`config.mk`:
```
export PLATFORM = sky130hd
export DESIGN_NAME = level_sensor_reader
export DESIGN_NICKNAME = d
export VERILOG_FILES = /design/src/rtl/level_sensor_reader.sv
export SDC_FILE = /design/constraint.sdc
export NUM_CORES = 1
export LEC_CHECK = 0
export BUFFER_PORTS_ARGS = -buffer_cell sky130_fd_sc_hd__buf_2
export CORE_MARGIN = 4
export CORE_UTILIZATION = 52
export CTS_CLUSTER_DIAMETER = 80
export CTS_CLUSTER_SIZE = 8
export DETAILED_ROUTE_END_ITERATION = 7
export PLACE_DENSITY = 0.83
export SYNTH_ARGS = -nofsm -noshare
export SYNTH_HDL_FRONTEND = slang
export SYNTH_SLANG_ARGS = --single-unit
```
`constraint.sdc`:
```
create_clock -name clk -period 3.5 [get_ports clk]
set_input_delay 0.525 -clock clk [delete_from_list [all_inputs] [get_ports clk]]
set_output_delay 0.525 -clock clk [all_outputs]
set_load 0.005 [all_outputs]
```
`src/rtl/level_sensor_reader.sv`:
```
`timescale 1ns/1ps
// -----------------------------------------------------------------------------
// level_sensor_reader
//
// Front end of the irrigation display path. Each raw switch goes through a
// two-flop synchroniser and then a debouncer. The debounced tank-level switches
// are checked for a physically possible combination. The module then delivers
// registered m7/h/m/l flags to the segment decoders.
//
// An implausible tank reading forces a safe "tank empty" output (h=m=l=0), which
// inhibits the pump, and raises err until the reading has been plausible for
// RECOVER_CYCLES consecutive cycles.
//
// Ports
//   clk        in   system clock, rising edge
//   rst        in   asynchronous reset, active-high
//   raw_m7     in   soil-moisture switch (1 = soil below threshold), asynchronous
//   raw_h      in   tank high-level switch (1 = water present), asynchronous
//   raw_m      in   tank mid-level switch (1 = water present), asynchronous
//   raw_l      in   tank low-level switch (1 = water present), asynchronous
//   m7         out  debounced moisture flag
//   h, m, l    out  validated tank-level flags
//   ready      out  1 once the initial settle period has elapsed
//   err        out  1 while the tank reading is in FAULT
//   fault_cnt  out  number of OK->FAULT entries, saturating at 255
// -----------------------------------------------------------------------------
module level_sensor_reader #(
  parameter int DEBOUNCE_CYCLES = 4,
  parameter int RECOVER_CYCLES  = 8
) (
  input  logic       clk,
  input  logic       rst,
  input  logic       raw_m7,
  input  logic       raw_h,
  input  logic       raw_m,
  input  logic       raw_l,
  output logic       m7,
  output logic       h,
  output logic       m,
  output logic       l,
  output logic       ready,
  output logic       err,
  output logic [7:0] fault_cnt
);

  localparam int NUM_IN = 4;
  localparam int IDX_L  = 0;
  localparam int IDX_M  = 1;
  localparam int IDX_H  = 2;
  localparam int IDX_M7 = 3;

  localparam int DCW = $clog2(DEBOUNCE_CYCLES) + 1;
  localparam int ICW = $clog2(DEBOUNCE_CYCLES + 2) + 1;
  localparam int RCW = $clog2(RECOVER_CYCLES) + 1;

  // A debounced value flips when the counter already holds DEBOUNCE_CYCLES-1
  // and the mismatch is still present, so the mismatch has then lasted
  // DEBOUNCE_CYCLES cycles.
  localparam logic [DCW-1:0] DEB_LAST  = DCW'(DEBOUNCE_CYCLES - 1);
  localparam logic [ICW-1:0] INIT_LAST = ICW'(DEBOUNCE_CYCLES + 1);
  localparam logic [RCW-1:0] REC_LAST  = RCW'(RECOVER_CYCLES - 1);

  typedef enum logic [1:0] {
    ST_INIT  = 2'd0,
    ST_OK    = 2'd1,
    ST_FAULT = 2'd2
  } state_t;

  // Legal tank states fill from the bottom up: {l,m,h} = 000, 100, 110, 111.
  function automatic logic plausible(input logic lv, input logic mv, input logic hv);
    logic res;
    case ({lv, mv, hv})
      3'b000, 3'b100, 3'b110, 3'b111: res = 1'b1;
      default:                        res = 1'b0;
    endcase
    return res;
  endfunction

  function automatic logic [7:0] sat_inc8(input logic [7:0] v);
    return (v == 8'hFF) ? v : v + 8'd1;
  endfunction

  logic [NUM_IN-1:0] raw_vec;
  assign raw_vec = {raw_m7, raw_h, raw_m, raw_l};

  logic [NUM_IN-1:0] sync1_q, sync1_d;
  logic [NUM_IN-1:0] sync2_q, sync2_d;
  logic [NUM_IN-1:0] deb_q, deb_d;
  logic [DCW-1:0]    deb_cnt_q [NUM_IN];
  logic [DCW-1:0]    deb_cnt_d [NUM_IN];

  state_t            state_q, state_d;
  logic [ICW-1:0]    init_cnt_q, init_cnt_d;
  logic [RCW-1:0]    rec_cnt_q, rec_cnt_d;
  logic [7:0]        fault_cnt_q, fault_cnt_d;
  logic              ready_q, ready_d;
  logic              err_q, err_d;
  logic              m7_q, m7_d;
  logic              h_q, h_d;
  logic              m_q, m_d;
  logic              l_q, l_d;
  logic              combo_ok;

  // ---- synchroniser stages ----
  always_comb begin
    sync1_d = raw_vec;
    sync2_d = sync1_q;
  end

  // ---- debounce stage ----
  always_comb begin
    deb_d = deb_q;
    for (int i = 0; i < NUM_IN; i++) begin
      deb_cnt_d[i] = '0;
      if (sync2_q[i] != deb_q[i]) begin
        if (deb_cnt_q[i] == DEB_LAST) begin
          deb_d[i] = sync2_q[i];
        end else begin
          deb_cnt_d[i] = deb_cnt_q[i] + DCW'(1);
        end
      end
    end
  end

  assign combo_ok = plausible(deb_q[IDX_L], deb_q[IDX_M], deb_q[IDX_H]);

  // ---- FSM next state / counters ----
  always_comb begin
    state_d     = state_q;
    init_cnt_d  = init_cnt_q;
    rec_cnt_d   = rec_cnt_q;
    fault_cnt_d = fault_cnt_q;
    ready_d     = ready_q;

    case (state_q)
      ST_INIT: begin
        if (init_cnt_q == INIT_LAST) begin
          init_cnt_d = '0;
          ready_d    = 1'b1;
          // Leaving INIT into FAULT is a start-up condition, not a fault entry.
          state_d    = combo_ok ? ST_OK : ST_FAULT;
        end else begin
          init_cnt_d = init_cnt_q + ICW'(1);
        end
      end
      ST_OK: begin
        if (!combo_ok) begin
          state_d     = ST_FAULT;
          rec_cnt_d   = '0;
          fault_cnt_d = sat_inc8(fault_cnt_q);
        end
      end
      ST_FAULT: begin
        if (!combo_ok) begin
          rec_cnt_d = '0;
        end else if (rec_cnt_q == REC_LAST) begin
          rec_cnt_d = '0;
          state_d   = ST_OK;
        end else begin
          rec_cnt_d = rec_cnt_q + RCW'(1);
        end
      end
      default: begin
        state_d = ST_INIT;
      end
    endcase
  end

  // ---- output register stage ----
  // Outputs follow the state being entered, so that err and the forced-empty
  // tank flags appear on the same edge as the FSM enters FAULT.
  always_comb begin
    m7_d  = 1'b0;
    h_d   = 1'b0;
    m_d   = 1'b0;
    l_d   = 1'b0;
    err_d = 1'b0;
    case (state_d)
      ST_OK: begin
        m7_d = deb_q[IDX_M7];
        h_d  = deb_q[IDX_H];
        m_d  = deb_q[IDX_M];
        l_d  = deb_q[IDX_L];
      end
      ST_FAULT: begin
        m7_d  = deb_q[IDX_M7];
        err_d = 1'b1;
      end
      default: begin
        m7_d = 1'b0;
      end
    endcase
  end

  always_ff @(posedge clk or posedge rst) begin
    if (rst) begin
      sync1_q     <= '0;
      sync2_q     <= '0;
      deb_q       <= '0;
      for (int i = 0; i < NUM_IN; i++) begin
        deb_cnt_q[i] <= '0;
      end
      state_q     <= ST_INIT;
      init_cnt_q  <= '0;
      rec_cnt_q   <= '0;
      fault_cnt_q <= '0;
      ready_q     <= 1'b0;
      err_q       <= 1'b0;
      m7_q        <= 1'b0;
      h_q         <= 1'b0;
      m_q         <= 1'b0;
      l_q         <= 1'b0;
    end else begin
      sync1_q     <= sync1_d;
      sync2_q     <= sync2_d;
      deb_q       <= deb_d;
      for (int i = 0; i < NUM_IN; i++) begin
        deb_cnt_q[i] <= deb_cnt_d[i];
      end
      state_q     <= state_d;
      init_cnt_q  <= init_cnt_d;
      rec_cnt_q   <= rec_cnt_d;
      fault_cnt_q <= fault_cnt_d;
      ready_q     <= ready_d;
      err_q       <= err_d;
      m7_q        <= m7_d;
      h_q         <= h_d;
      m_q         <= m_d;
      l_q         <= l_d;
    end
  end

  assign m7        = m7_q;
  assign h         = h_q;
  assign m         = m_q;
  assign l         = l_q;
  assign ready     = ready_q;
  assign err       = err_q;
  assign fault_cnt = fault_cnt_q;

endmodule
```
==> results of run 1 <==
[final cells by class]
cell class,instances,share of cell area [%]
clock buffer,6,3.64
multi-input combinational,108,34.0
timing repair buffer,20,4.53
tap,48,2.65
sequential,48,53.0
inverter,3,0.497
clock inverter,2,1.71
[report_power, final]
group | internal, uW | leakage, uW | switching, uW
Sequential | 684 | 0.000613 | 113
Combinational | 198 | 0.000387 | 209
Clock | 233 | 0.0000614 | 173
[cells by family after synthesis]
group | synth area share [%]
flip-flops | 60.5
multiplexers | 5.10
adder cells (fa/ha/maj) | 5.04
XOR/XNOR | 3.97
buffers and inverters | 0.755
AND/OR/NAND/NOR | 18.5
AO/OA/AOI/OAI | 6.23
[cell usage after synthesis (2+ instances only)]
| library cell | count |
|---|---|
| dfrtp_1 | 48 |
| o21ai_0 | 10 |
| mux2_2 | 9 |
| nand2_1 | 9 |
| nor2b_1 | 9 |
| ha_1 | 8 |
| nor3_1 | 7 |
| nand3_1 | 6 |
| xnor2_1 | 6 |
| nor3b_1 | 5 |
| and2_1 | 4 |
| nand2b_1 | 4 |
| nor2_1 | 4 |
| a21oi_1 | 3 |
| inv_1 | 3 |
| nand4_1 | 3 |
| xor2_1 | 3 |
| and2b_1 | 2 |
[worst paths after layout]
kind	slack, ps	end	from	cells past startpoint
max	1400	m	state_q[0]	6
min	330	sync1_q[1]	raw_m	1
max reg2reg	1400	m	state_q[0]	6
min reg2reg	360	sync2_q[2]	sync1_q[2]	0
max in group asynchronous	2750	rec_cnt_q[0]	rst	3
min in group asynchronous	360	sync1_q[2]	rst	3
[registers in the layout, summed over array words and instances (netlist names)]
signal / flops
h: 1
deb_cnt_q: 12
deb_q: 4
m7: 1
l: 1
fault_cnt: 8
state_q: 2
sync1_q: 4
m: 1
ready: 1
rec_cnt_q: 4
sync2_q: 4
init_cnt_q: 4
err: 1
[worst register-to-register path, stage by stage (launching register included)]
cell and delay (ps):
dfrtp_1 440, or3b_1 450, or3_4 400, a21oi_2 170, o221ai_1 150, ha_1 240, and2_1 160
[metrics by stage]
step           instance area (um^2)  std cells  util, %  worst slack [ps]  hold slack, ps
3_3_place_gp                   2150        227     58.2              1480             332
6_report                       2270        235     61.5              1400             327
5_1_grt                        2270        235     61.5              1270             314
4_1_cts                        2270        235     61.5              1400             315
3_5_place_dp                   2150        227     58.2              1410             340
2_1_floorplan                  1990        160        -              1550             331
[metal layers]
layer,track usage (%),part of all wire (%),wire length [um],vias up
li1,-,-,-,611
met1,17.9,43,1400,628
met2,25.3,52,1700,13
met3,5.94,2.9,94,4
met4,6.81,1.7,55,0
met5,0,0,0,-
==> flow_summary.json, run 1 <==
{
  "status": "finished, final reports clean",
  "crit_type": "reg2reg",
  "critPathMaxStageDelay_ps": 450,
  "viasPerCell": 5.34,
  "clock_latency_ps": 300,
  "h-tree-depth": 2,
  "end_kind": "flip-flop",
  "power.density_mw_per_mm2": 711,
  "syn_inst": 160,
  "max-slew-margin-rel_pct": 61.9,
  "syn_area_mm2": 0.00199,
  "period_minus_slack_ps": 2100,
  "worst-path-buf-inv": 0,
  "slowest_stage": "or3b_1",
  "grt_pass1_vias": 1338,
  "wl_um": 3250,
  "grt_overflow": 0,
  "drv_cap": 0,
  "worstPathCellList": "or3b_1 -> or3_4 -> a21oi_2 -> o221ai_1 -> ha_1 -> and2_1",
  "postCtsSetupBuffers": 0,
  "netlist_top_cells_area": "dfrtp_1 60%, mux2_2 5.1%, ha_1 5.0%",
  "drive_gt1_share_pct": 22.5,
  "grt_max_degree": 49,
  "synthFlopType": "dfrtp_1",
  "synth_top_cell_area_share_pct": 60.5,
  "worst_pin_slew_ps": 572,
  "area_growth_pct": 14.1,
  "fin_nets": 200,
  "final_max_slew_viol_count": 0,
  "finClkSkew_ps": 8.77,
  "std_cell_rows": 22,
  "synth_edf_count": 0,
  "grt_usage_pct": 15.4,
  "final_cell_mix": "48 x dfrtp_1, 19 x buf_2, 10 x o21ai_0",
  "critPathTopFamily": "simple AND/OR/NAND/NOR gates",
  "yosysUniqueCellTypes": 35,
  "rsz0062_at_grt": "false",
  "numCtsBuffers": 5,
  "drtIter0Drc": 73,
  "post-dp-hpwl_um": 2390,
  "leakagePower_uw": 0.00106,
  "drc": 0,
  "syn_nets": 174,
  "dieArea_mm2": 0.00487,
  "fin_crit_sh_pct": 60.1,
  "dieHeight_um": 69.8,
  "wl_per_cell_um": 13.8,
  "first_pass_iters": 4,
  "multi_input_area_um2": 771,
  "setup-tns-final_ps": 0,
  "core_mm2": 0.00369,
  "crit_arrival_ps": 2300,
  "antenna_cells": 0,
  "clockBufferDepth": 2,
  "mostFrequentLayoutCell": "dfrtp_1",
  "numClockSinks": 48,
  "fill_cells": 302,
  "ant_nets": 0,
  "path_max_fanout": 7,
  "ir_drop_v": 0.000369,
  "hold_viol": 0,
  "regArea_mm2": 0.00120,
  "antenna_found_initial": 0,
  "vias": 1256,
  "ctsHoldBuffers": 0,
  "yosysSeqAreaShare_pct": 60.5,
  "synth_seq_cells": 48,
  "syn_avg_cell_area_um2": 12.4,
  "initial_core_util_pct": 53.9,
  "fmax_mhz": 476,
  "critPathRequiredTime_ps": 3700,
  "async_flop_share_pct": 100,
  "clkSlewWorstSetupHoldPaths_ps": 90,
  "yosys_warnings": 0,
  "hp-class": "in2reg",
  "cts_root_buf": "clkbuf_8",
  "cp-start-kind": "flip-flop",
  "grt_pass1_wl_um": 5920,
  "die_x_um": 69.8,
  "power.total_uw": 1610,
  "setup_violations": 0,
  "cts_tree": "built",
  "place_congestion": 0.823,
  "io_pins": 20,
  "post_cts_resized": 0,
  "io_buffers": 19,
  "yosysTopAreaCell": "dfrtp_1"
}
Power figures use the tool's default switching activity.
==> run 2, diff against run 1 <==
==> constraint.sdc (replaced) <==
create_clock -name clk -period 2 [get_ports clk]
set_input_delay 0.3 -clock clk [delete_from_list [all_inputs] [get_ports clk]]
set_output_delay 0.3 -clock clk [all_outputs]
set_load 0.005 [all_outputs]
==> run 2 against run 1 <==
Net effect:
- combinational power rose by 110%
- final area grew 3.0%
- fmax increased by 6.8%
- sequential power is 72% higher
- hold slack got worse by 230 ps
- critical path depth stayed put
- clock skew fell by 1.0 ps
- register-to-register slack got worse by 1400 ps
- via count increased by 3.9%
- setup slack lost 1400 ps
- critical path type unchanged
==> flow_summary.json, run 2 (synthesis results as in run 1) <==
{
  "status": "finished, final reports clean",
  "fin_crit_sh_pct": 98.4,
  "path_max_fanout": 3,
  "power.density_mw_per_mm2": 1290,
  "fill_cells": 297,
  "min_from": "raw_l",
  "worstPathCellList": "or3b_4 -> or3_4 -> a21oi_4 -> o221ai_2 -> ha_2 -> nor2b_1",
  "max-slew-margin-rel_pct": 61.4,
  "final_cell_mix": "48 x dfrtp_1, 19 x buf_2, 10 x o21ai_0",
  "grt_overflow": 0,
  "largest_reg_flops": 12,
  "fmax_mhz": 508,
  "place_congestion": 0.860,
  "dieHeight_um": 69.8,
  "reg2reg_from": "state_q[0]",
  "grt_max_degree": 49,
  "setup-tns-final_ps": 0,
  "critPathTopFamily": "simple AND/OR/NAND/NOR gates",
  "crit_arrival_ps": 2160,
  "viasPerCell": 5.46,
  "hp-class": "in2reg",
  "rr_worst_depth": 6,
  "area_growth_pct": 17.5,
  "final_max_slew_viol_count": 0,
  "wl_um": 3500,
  "grt_usage_pct": 15.7,
  "dieArea_mm2": 0.00487,
  "antenna_cells": 0,
  "antenna_found_initial": 0,
  "mostFrequentLayoutCell": "dfrtp_1",
  "first_pass_iters": 4,
  "drv_cap": 0,
  "pre_cts_slack_ps": -93.9,
  "io_buffers": 19,
  "drc": 0,
  "period_minus_slack_ps": 1970,
  "end_kind": "flip-flop",
  "setup_ws_ps": 31.9,
  "leakagePower_uw": 0.00109,
  "wl_per_cell_um": 14.6,
  "core_mm2": 0.00369,
  "final-instance-count-excl-fill": 239,
  "crit_type": "reg2reg",
  "cp-start-kind": "flip-flop",
  "power.total_uw": 3010,
  "setup_violations": 0,
  "ant_nets": 0,
  "vias": 1305,
  "finClkSkew_ps": 7.73,
  "hold_ws_ps": 99.7,
  "cts_root_buf": "clkbuf_8",
  "top_register": "deb_cnt_q",
  "std_cell_rows": 22,
  "min_path_cells": 1,
  "numCtsBuffers": 5,
  "hold_viol": 0,
  "worst_pin_slew_ps": 580,
  "drtIter0Drc": 74,
  "dp_cells": 230,
  "initial_core_util_pct": 53.9,
  "worst-path-buf-inv": 0,
  "clkSlewWorstSetupHoldPaths_ps": 80,
  "ir_drop_v": 0.000670,
  "ctsHoldBuffers": 0,
  "drive_gt1_share_pct": 26.2,
  "numClockSinks": 48,
  "grt_pass1_wl_um": 6110,
  "die_x_um": 69.8,
  "rsz0062_at_grt": "false",
  "clock_latency_ps": 300,
  "critPathMaxStageDelay_ps": 400,
  "ff2ff_setup_slack_ps": 30,
  "post-dp-hpwl_um": 2460,
  "fin_nets": 205,
  "grt_pass1_vias": 1370,
  "reg2reg_to": "m7",
  "clockBufferDepth": 2,
  "critPathRequiredTime_ps": 2190,
  "h-tree-depth": 2,
  "cts_tree": "built",
  "io_pins": 20,
  "slowest_stage": "dfrtp_1",
  "holdPathEnd": "sync1_q[0]"
}
[run 2: power breakdown]
group	internal (uW)	leakage, uW	switching (uW)
combinational	410	0.000411	432
sequential	1200	0.000613	172
clock	492	0.0000642	304
[run 2: worst register-to-register path, cell delays in order, from the launching register on]
cell and delay [ps]:
dfrtp_1 400, or3b_4 400, or3_4 370, a21oi_4 200, o221ai_2 130, ha_2 330, nor2b_1 40
[run 2: metal layers]
metal  vias to the layer above  GRT usage, %  share of wire [%]
li1                        618             -                  -
met1                       660          18.5                 41
met2                        17          26.7                 53
met3                        10          4.49                3.1
met4                         0          6.81                2.9
met5                         -             0                  0
[run 2: cell type report]
type	count	area [um^2]	area share [%]
inverter	3	11.3	0.482
timing repair buffer	25	140	6.00
clock buffer	5	68.8	2.95
tap	48	60.1	2.57
sequential	48	1200	51.4
clock inverter	2	60.1	2.57
multi-input combinational	108	793	34.0
[run 2: per-stage QoR]
step / cell area (um^2) / util (%)
6_report: 2330 / 63.3
5_1_grt: 2330 / 63.3
4_1_cts: 2310 / 62.8
3_5_place_dp: 2170 / 58.8
3_3_place_gp: 2170 / 58.8
2_1_floorplan: 1990 / -
[run 2: what timing repair did]
action	in CTS	in global routing
setup endpoints to repair	4	4
cloned	0	0
hold endpoints to repair	0	0
resized for setup	2	3
pin swaps	0	2
buffers inserted	1	1
[run 2: worst max path at each step]
stage | startpoint | end | slack (ps) | cells after the start
after global routing | state_q[0] | m | 6 | 6
after global placement | state_q[0] | l | 30 | 6
after detailed placement | state_q[0] | m | -90 | 6
final | state_q[0] | m7 | 30 | 6
after floorplan | state_q[0] | h | 50 | 6
after CTS | state_q[0] | l | 7 | 6
==> run 3, diff against run 2 <==
--- a/config.mk
+++ b/config.mk
@@ -7,11 +7,11 @@
 export LEC_CHECK = 0
 export BUFFER_PORTS_ARGS = -buffer_cell sky130_fd_sc_hd__buf_2
 export CORE_MARGIN = 4
-export CORE_UTILIZATION = 52
+export CORE_UTILIZATION = 57
 export CTS_CLUSTER_DIAMETER = 80
 export CTS_CLUSTER_SIZE = 8
 export DETAILED_ROUTE_END_ITERATION = 7
-export PLACE_DENSITY = 0.83
+export PLACE_DENSITY = 0.88
 export SYNTH_ARGS = -nofsm -noshare
 export SYNTH_HDL_FRONTEND = slang
 export SYNTH_SLANG_ARGS = --single-unit
==> run 3 against run 2 <==
Net effect:
- critical path depth unchanged
- clock power shrank 42%
- cell count did not move
- sequential power about the same
- hold slack worse by 66 ps
- first-iteration DRC count grew 31%
==> flow_summary.json, run 3 (synthesis results as in run 1) <==
{
  "cts_tree": "built",
  "viasPerCell": 5.51,
  "crit_arrival_ps": 2220,
  "grt_pass1_vias": 1335,
  "power.total_uw": 2670,
  "numCtsBuffers": 5,
  "first_pass_iters": 5,
  "io_buffers": 19,
  "dieArea_mm2": 0.00449,
  "crit_type": "reg2reg",
  "ant_nets": 0,
  "rr_worst_depth": 6,
  "leakagePower_uw": 0.00106,
  "cts_root_buf": "clkbuf_4",
  "final_max_slew_viol_count": 0,
  "end_kind": "flip-flop",
  "p_clk_share_pct": 17.3,
  "fill_cells": 267,
  "wl_per_cell_um": 15.0,
  "swShare_pct": 33.7,
  "ir_drop_v": 0.000636,
  "wl_um": 3600,
  "dieHeight_um": 67.0,
  "h-tree-depth": 2,
  "pre_cts_slack_ps": -73.4,
  "drv_cap": 0,
  "fin_crit_sh_pct": 97.8,
  "grt_max_degree": 49,
  "setup_ws_ps": 43.1,
  "grt_overflow": 0,
  "die_x_um": 67.0,
  "largest_reg_flops": 12,
  "post-dp-hpwl_um": 2550,
  "initial_core_util_pct": 59.1,
  "drtIter0Drc": 97,
  "slowest_stage": "dfrtp_1",
  "cp-start-kind": "flip-flop",
  "clkSlewWorstSetupHoldPaths_ps": 130,
  "path_max_fanout": 3,
  "comb_power_share_pct": 31.2,
  "worst-path-buf-inv": 0,
  "holdPathEnd": "sync1_q[2]",
  "setup-tns-final_ps": 0,
  "area_growth_pct": 14.8,
  "mostFrequentLayoutCell": "dfrtp_1",
  "core_mm2": 0.00336,
  "fmax_mhz": 511,
  "final_cell_mix": "48 x dfrtp_1, 19 x buf_2, 10 x o21ai_0",
  "critPathRequiredTime_ps": 2260,
  "numClockSinks": 48,
  "top_register": "deb_cnt_q",
  "antenna_found_initial": 0,
  "setup_violations": 0,
  "critPathTopFamily": "simple AND/OR/NAND/NOR gates",
  "io_pins": 20,
  "reg2reg_to": "m",
  "drc": 0,
  "seq_power_share_pct": 51.5,
  "critPathMaxStageDelay_ps": 400,
  "clock_latency_ps": 370,
  "status": "finished, final reports clean",
  "grt_usage_pct": 18.7,
  "drive_gt1_share_pct": 25.4,
  "min_from": "raw_h",
  "vias": 1318,
  "place_congestion": 0.867,
  "reg2reg_from": "state_q[0]",
  "min_path_cells": 1,
  "p_int_uw": 1770,
  "power.density_mw_per_mm2": 1170,
  "finClkSkew_ps": 17.9,
  "final_util_pct": 67.8,
  "hold_viol": 0,
  "worst_pin_slew_ps": 576,
  "std_cell_rows": 21,
  "period_minus_slack_ps": 1960,
  "ff2ff_setup_slack_ps": 40,
  "worstPathCellList": "or3b_1 -> or3_4 -> a21oi_4 -> o221ai_2 -> ha_2 -> and2_1",
  "final_area_mm2": 0.00228,
  "clockBufferDepth": 2,
  "max-slew-margin-rel_pct": 61.6,
  "antenna_cells": 0,
  "p_sw_uw": 901,
  "grt_pass1_wl_um": 6000,
  "fin_nets": 206,
  "placed_area_mm2": 0.00217,
  "hp-class": "in2reg"
}
## run 3: changes by cell type in the layout (fill, tap and decap cells not counted)
cell           change
dlygate4sd3_1      +1
or3b_4             -1
clkinvlp_4         +1
a21oi_2            -1
a21oi_4            +1
clkbuf_1           +1
or3b_1             +1
bufinv_16          -2
clkbuf_4           +5
clkbuf_8           -4
## run 3: worst max path at each step
stage | end | cells after the start | startpoint | slack [ps]
after CTS | m | 6 | state_q[0] | 5
final | m | 6 | state_q[0] | 40
after detailed placement | m | 6 | state_q[0] | -70
after floorplan | h | 6 | state_q[0] | 50
after global routing | m7 | 6 | state_q[0] | -20
after global placement | l | 6 | state_q[0] | 40
## run 3: worst reg2reg max path, cell delays in order (launching register included)
cell and delay (ps):
dfrtp_1 400, or3b_1 390, or3_4 380, a21oi_4 180
o221ai_2 120, ha_2 190, and2_1 180
## run 3: area by class of cell
cell class / instances / area [um^2] / area share (%)
clock buffers: 7 / 55.1 / 2.41
clock inverters: 1 / 7.51 / 0.329
inverters: 3 / 11.3 / 0.494
multi-input cells: 108 / 798 / 35.0
flip-flops and latches: 48 / 1200 / 52.7
well taps: 46 / 57.6 / 2.52
repair buffers: 26 / 150 / 6.58
## run 3: metal layers
layer | wire, um | GRT usage (%)
met2 | 1920 | 30.2
met1 | 1430 | 21.1
met3 | 164 | 6.07
met4 | 86 | 12.2
met5 | 0 | 0
## run 3: repair_timing
action | 4_1_cts | 5_1_grt
pin swaps | 0 | 3
buffers inserted | 1 | 1
hold endpoints to repair | 0 | 1
setup endpoints to repair | 4 | 4
resized for setup | 2 | 3
hold buffers | 0 | 1
## run 3: stage by stage
step | hold WS (ps) | instances
after detailed placement | 336 | 228
after floorplan | 331 | 160
after global placement | 334 | 228
after global routing | 3.18 | 239
after CTS | 13.7 | 237
final | 33.9 | 239
## run 3: power by group through the flow
stage	sequential, uW	combinational [uW]	clock [uW]
finish	1380	832	463
global route	1410	942	530
CTS	1370	800	481
detailed placement	1400	786	0
global placement	1370	728	0
floorplan	1360	554	0
